[src/rtl/calc_inv_pkg.sv]
// Shared types and default widths for the calc_inv bitwise-inverter engine.
package calc_inv_pkg;

    typedef enum logic [1:0] {
        IDLE,
        BUSY,
        DONE
    } state_t;

    localparam int DEF_DATA_W  = 128;
    localparam int DEF_CHUNK_W = 32;

endpackage

[src/rtl/calc_inv.sv]
// Multi-cycle one's-complement engine: inverts a captured word CHUNK_W bits per clock.
// Latency: capture edge K, done high after edge K+NUM_CHUNKS.
// Flow: requester holds en and waits for done; en low for one edge re-arms the engine.
module calc_inv
    import calc_inv_pkg::*;
#(
    parameter int DATA_W  = DEF_DATA_W,
    parameter int CHUNK_W = DEF_CHUNK_W
) (
    input  logic              clk,
    input  logic              rst,
    input  logic              en,
    input  logic [DATA_W-1:0] data_i,
    output logic [DATA_W-1:0] data_o,
    output logic              done
);

    localparam int NUM_CHUNKS = (CHUNK_W > 0) ? DATA_W / CHUNK_W : 1;
    localparam int IDX_W      = (NUM_CHUNKS > 1) ? $clog2(NUM_CHUNKS) : 1;

    generate
        if ((CHUNK_W <= 0) || ((DATA_W % CHUNK_W) != 0)) begin : g_bad_cfg
            $fatal(1, "calc_inv: DATA_W must be a positive multiple of CHUNK_W");
        end
    endgenerate

    state_t             state_q;
    state_t             next_state;
    logic [IDX_W-1:0]   idx_q;
    logic [DATA_W-1:0]  work_q;
    logic               last_chunk;

    assign last_chunk = (idx_q == IDX_W'(NUM_CHUNKS - 1));

    always_comb begin
        next_state = state_q;
        case (state_q)
            IDLE:    if (en)         next_state = BUSY;
            BUSY:    if (last_chunk) next_state = DONE;
            DONE:    if (!en)        next_state = IDLE;
            default:                 next_state = IDLE;
        endcase
    end

    always_ff @(posedge clk or posedge rst) begin
        if (rst) begin
            state_q <= IDLE;
            idx_q   <= '0;
            work_q  <= '0;
            data_o  <= '0;
            done    <= 1'b0;
        end else begin
            state_q <= next_state;
            done    <= (next_state == DONE);
            case (state_q)
                IDLE: begin
                    if (en) begin
                        work_q <= data_i;
                        data_o <= '0;
                        idx_q  <= '0;
                    end
                end
                BUSY: begin
                    // Constant-offset chunk select keeps the write mux free of variable shifts.
                    for (int c = 0; c < NUM_CHUNKS; c++) begin
                        if (idx_q == IDX_W'(c)) begin
                            data_o[c*CHUNK_W +: CHUNK_W] <= ~work_q[c*CHUNK_W +: CHUNK_W];
                        end
                    end
                    idx_q <= idx_q + IDX_W'(1);
                end
                default: ;
            endcase
        end
    end

endmodule

[config.mk]
export PLATFORM = sky130hd
export DESIGN_NAME = calc_inv
export DESIGN_NICKNAME = d
export VERILOG_FILES = /design/src/rtl/calc_inv_pkg.sv /design/src/rtl/calc_inv.sv
export SDC_FILE = /design/constraint.sdc
export NUM_CORES = 1
export LEC_CHECK = 0
export CAP_MARGIN = 20
export CORE_MARGIN = 2
export CORE_UTILIZATION = 30
export DETAILED_ROUTE_END_ITERATION = 12
export GPL_TIMING_DRIVEN = 0
export PLACE_DENSITY = 0.59
export SLEW_MARGIN = 20
export SYNTH_ARGS = -nofsm -noshare
export SYNTH_HDL_FRONTEND = slang
export SYNTH_SLANG_ARGS = --single-unit
[constraint.sdc]
create_clock -name clk -period 8.4 [get_ports clk]
set_input_delay 1.26 -clock clk [delete_from_list [all_inputs] [get_ports clk]]
set_output_delay 1.26 -clock clk [all_outputs]
set_load 0.02 [all_outputs]
==> impl_metrics.ini <==
[run_status]
status = complete, no violations

[critical_path]
cp_top_family = buffers and inverters
criticalPathCategory = reg -> out
cp_max_fo = 3
crit_arrival_ps = 1590
worstPathRequired_ps = 7140
worstPathCellList = clkdlybuf4s50_1
crit_slowest_cell = clkdlybuf4s50_1
cp.buffers_inverters = 1
cpPeakStageDelay_ps = 700
end_kind = output pin
critPathLaunchType = flop

[cells_and_area]
fin_nets = 1321
fill_cells = 3586
layout-drive-gt1-share_pct = 19.8
fin_area_um2 = 16100
fin_util_pct = 42.6
final_cells = 1725
area_growth_pct = 39.8

[detailed_routing]
num_vias = 8414
viasPerCell = 4.88
finalWirelength_mm = 34.1
routedWlPerCell_um = 19.8
drcViolationCount = 0
drt_pass1_iterations = 7
drtAntennaViolNets = 0
drt_iter0_drc = 305

[synth]
synth.avg_cell_area_um2 = 13.0
synth_top_area_share_pct = 56.9
yosys-top-cells-area = dfrtp_1 (57%), mux2_2 (13%), a221o_1 (11%), and3b_1 (9.8%), nor2_1 (4.2%)
syn_nets = 1016
ys_ff_latch = 261
syn_inst = 881
synth_cell_types = 20
yosys_warnings = 0
yosysTopAreaCell = dfrtp_1
yosysSeqAreaShare_pct = 56.9
syn_area_um2 = 11500

[cts]
cts-resized-gates = 0
post_cts_buffers = 0
cts_max_level = 2
cts_tree = done
cts_root_buffer = clkbuf_16
cts_hold_buf = 0
clkLatencyLatePin_ps = 530
cts.sinks = 261
cts_buffer_depth = 3
numCtsBuffers = 34
path_clk_slew_ps = 60

[timing]
rsz0062_at_grt = false
fin_ws_ps = 5550
finalWorstPathRequiredPeriod_ps = 2850
hold_violations = 0
slew_viol_final = 0
finalSetupTns_ps = 0
worst_hold_slack_ps = 504
min_period_over_period_pct = 34.0
worst_slew_margin_rel_pct = 44.8
finalSetupViolCount = 0
finalClockSkew_ps = 20.6
max_freq_ghz = 0.350
tightest_slew_ps = 828

[floorplanning]
ios = 260
dieHeight_um = 200
die_w_um = 200
die_area_um2 = 39900
core.rowCount = 71
initial_core_util_pct = 30.5
core_area_um2 = 37700

[global_route]
gr-total-overflow = 0
grt_max_degree = 31
grt_pass1_vias = 8639
grt_util_all_layers_pct = 17.3
grt_pass1_wl_mm = 52.3
antenna_found_initial = 5

[place]
dpl.cell_count = 1661
port-buffer-count = 259
dp_hpwl_mm = 24.1
place_congestion = 0.743
dpl_cell_area_um2 = 14900
place_ws_ps = 5170

[power_and_ir_drop]
p_seq_share_pct = 33.5
pwr-share-comb_pct = 44.6
power.leakage_nw = 7.23
p_total_mw = 6.56
switching_share_pct = 36.0
ir_drop_mv = 0.175
p_switching_mw = 2.36
p_clk_share_pct = 21.9
intPower_mw = 4.20
power_density_nw_per_um2 = 408

[worst_hold_path]
worstHoldPathType = reg -> reg

[run]
cap_violations = 0
cells in the mapped netlist:
| library cell | number |
|---|---|
| a21o_1 | 1 |
| o21ai_0 | 2 |
| nand3b_1 | 1 |
| buf_4 | 14 |
| nor3b_1 | 1 |
| buf_6 | 9 |
| mux2_2 | 128 |
| nor3b_2 | 1 |
| a221o_1 | 128 |
| nand2_1 | 1 |
| o21bai_2 | 1 |
| nor2_1 | 129 |
| a32o_1 | 1 |
| ha_1 | 4 |
| dfrtp_1 | 261 |
| inv_1 | 4 |
| and2_1 | 4 |
| buf_2 | 21 |
| clkbuf_1 | 42 |
| and3b_1 | 128 |
flip-flops by register name (all words and copies together) (netlist names):
name / cells
work_q: 128
idx_q: 2
done: 1
state_q: 2
data_o: 128
layout by cell type, fill, tap and decap left out, types with 2 or more instances in the layout:
master	netlist	layout
and2_1	4	4
mux2_2	128	128
clkbuf_1	42	48
buf_6	9	9
a221o_1	128	128
ha_1	4	4
clkbuf_16	0	35
buf_4	14	14
buf_12	0	7
inv_1	4	3
clkdlybuf4s50_1	0	259
buf_2	21	21
clkbuf_8	0	8
o21ai_0	2	2
buf_16	0	3
clkinvlp_4	0	5
nor2_1	129	129
and3b_1	128	128
diode_2	0	3
dfrtp_1	261	261
clkinv_2	0	6
final timing paths:
check | startpoint | end | slack [ps] | depth (start not counted)
worst max-delay path | data_o[120]$_DFFE_PP0P_ | data_o[120] | 5550 | 1
worst min-delay path | work_q[76]$_DFFE_PP0P_ | work_q[76]$_DFFE_PP0P_ | 500 | 1
worst max register to register | idx_q[0]$_DFFE_PP0P_ | data_o[115]$_DFFE_PP0P_ | 6370 | 5
worst min register to register | work_q[76]$_DFFE_PP0P_ | work_q[76]$_DFFE_PP0P_ | 500 | 1
max in group asynchronous | rst | work_q[73]$_DFFE_PP0P_ | 6030 | 6
min in group asynchronous | rst | data_o[0]$_DFFE_PP0P_ | 1170 | 2
area by class of cell:
type | instances | area, µm² | share of cell area, %
Sequential cell | 261 | 6530 | 40.7
Timing Repair Buffer | 269 | 2820 | 17.5
Clock inverter | 12 | 98.8 | 0.615
Clock buffer | 49 | 1010 | 6.28
Inverter | 4 | 18.8 | 0.117
Antenna cell | 3 | 7.51 | 0.0467
Tap cell | 511 | 639 | 3.98
Multi-Input combinational cell | 530 | 4470 | 27.8
Buffer | 86 | 469 | 2.92
power by group through the flow:
stage / sequential, mW / combinational, mW / clock, mW
3_3_place_gp: 2.21 / 2.91 / 0
4_1_cts: 2.20 / 2.98 / 1.48
2_1_floorplan: 2.41 / 1.63 / 0
5_1_grt: 2.28 / 3.20 / 1.54
6_report: 2.20 / 2.93 / 1.43
3_5_place_dp: 2.21 / 2.97 / 0
logic make-up (layout without fill, tap and decap cells):
group | after synthesis | in the layout | share of synthesized area, %
AO/OA/AOI/OAI | 133 | 133 | 11.5
adder cells (fa/ha/maj) | 4 | 4 | 0.436
buffers and inverters | 90 | 420 | 4.21
flip-flops | 261 | 261 | 56.9
multiplexers | 128 | 128 | 12.5
other | 0 | 3 | 0
AND/OR/NAND/NOR | 265 | 265 | 14.5
per-layer routing:
metal,share of wire [%],routed length [µm],up-vias,track usage (%)
met4,2.5,841,6,5.95
met5,0.11,38,-,0
met1,45,15200,4223,23.1
met2,46,15700,235,27.1
li1,-,-,3891,-
met3,6.8,2310,59,4.57
(Power assumes the default switching activity.)
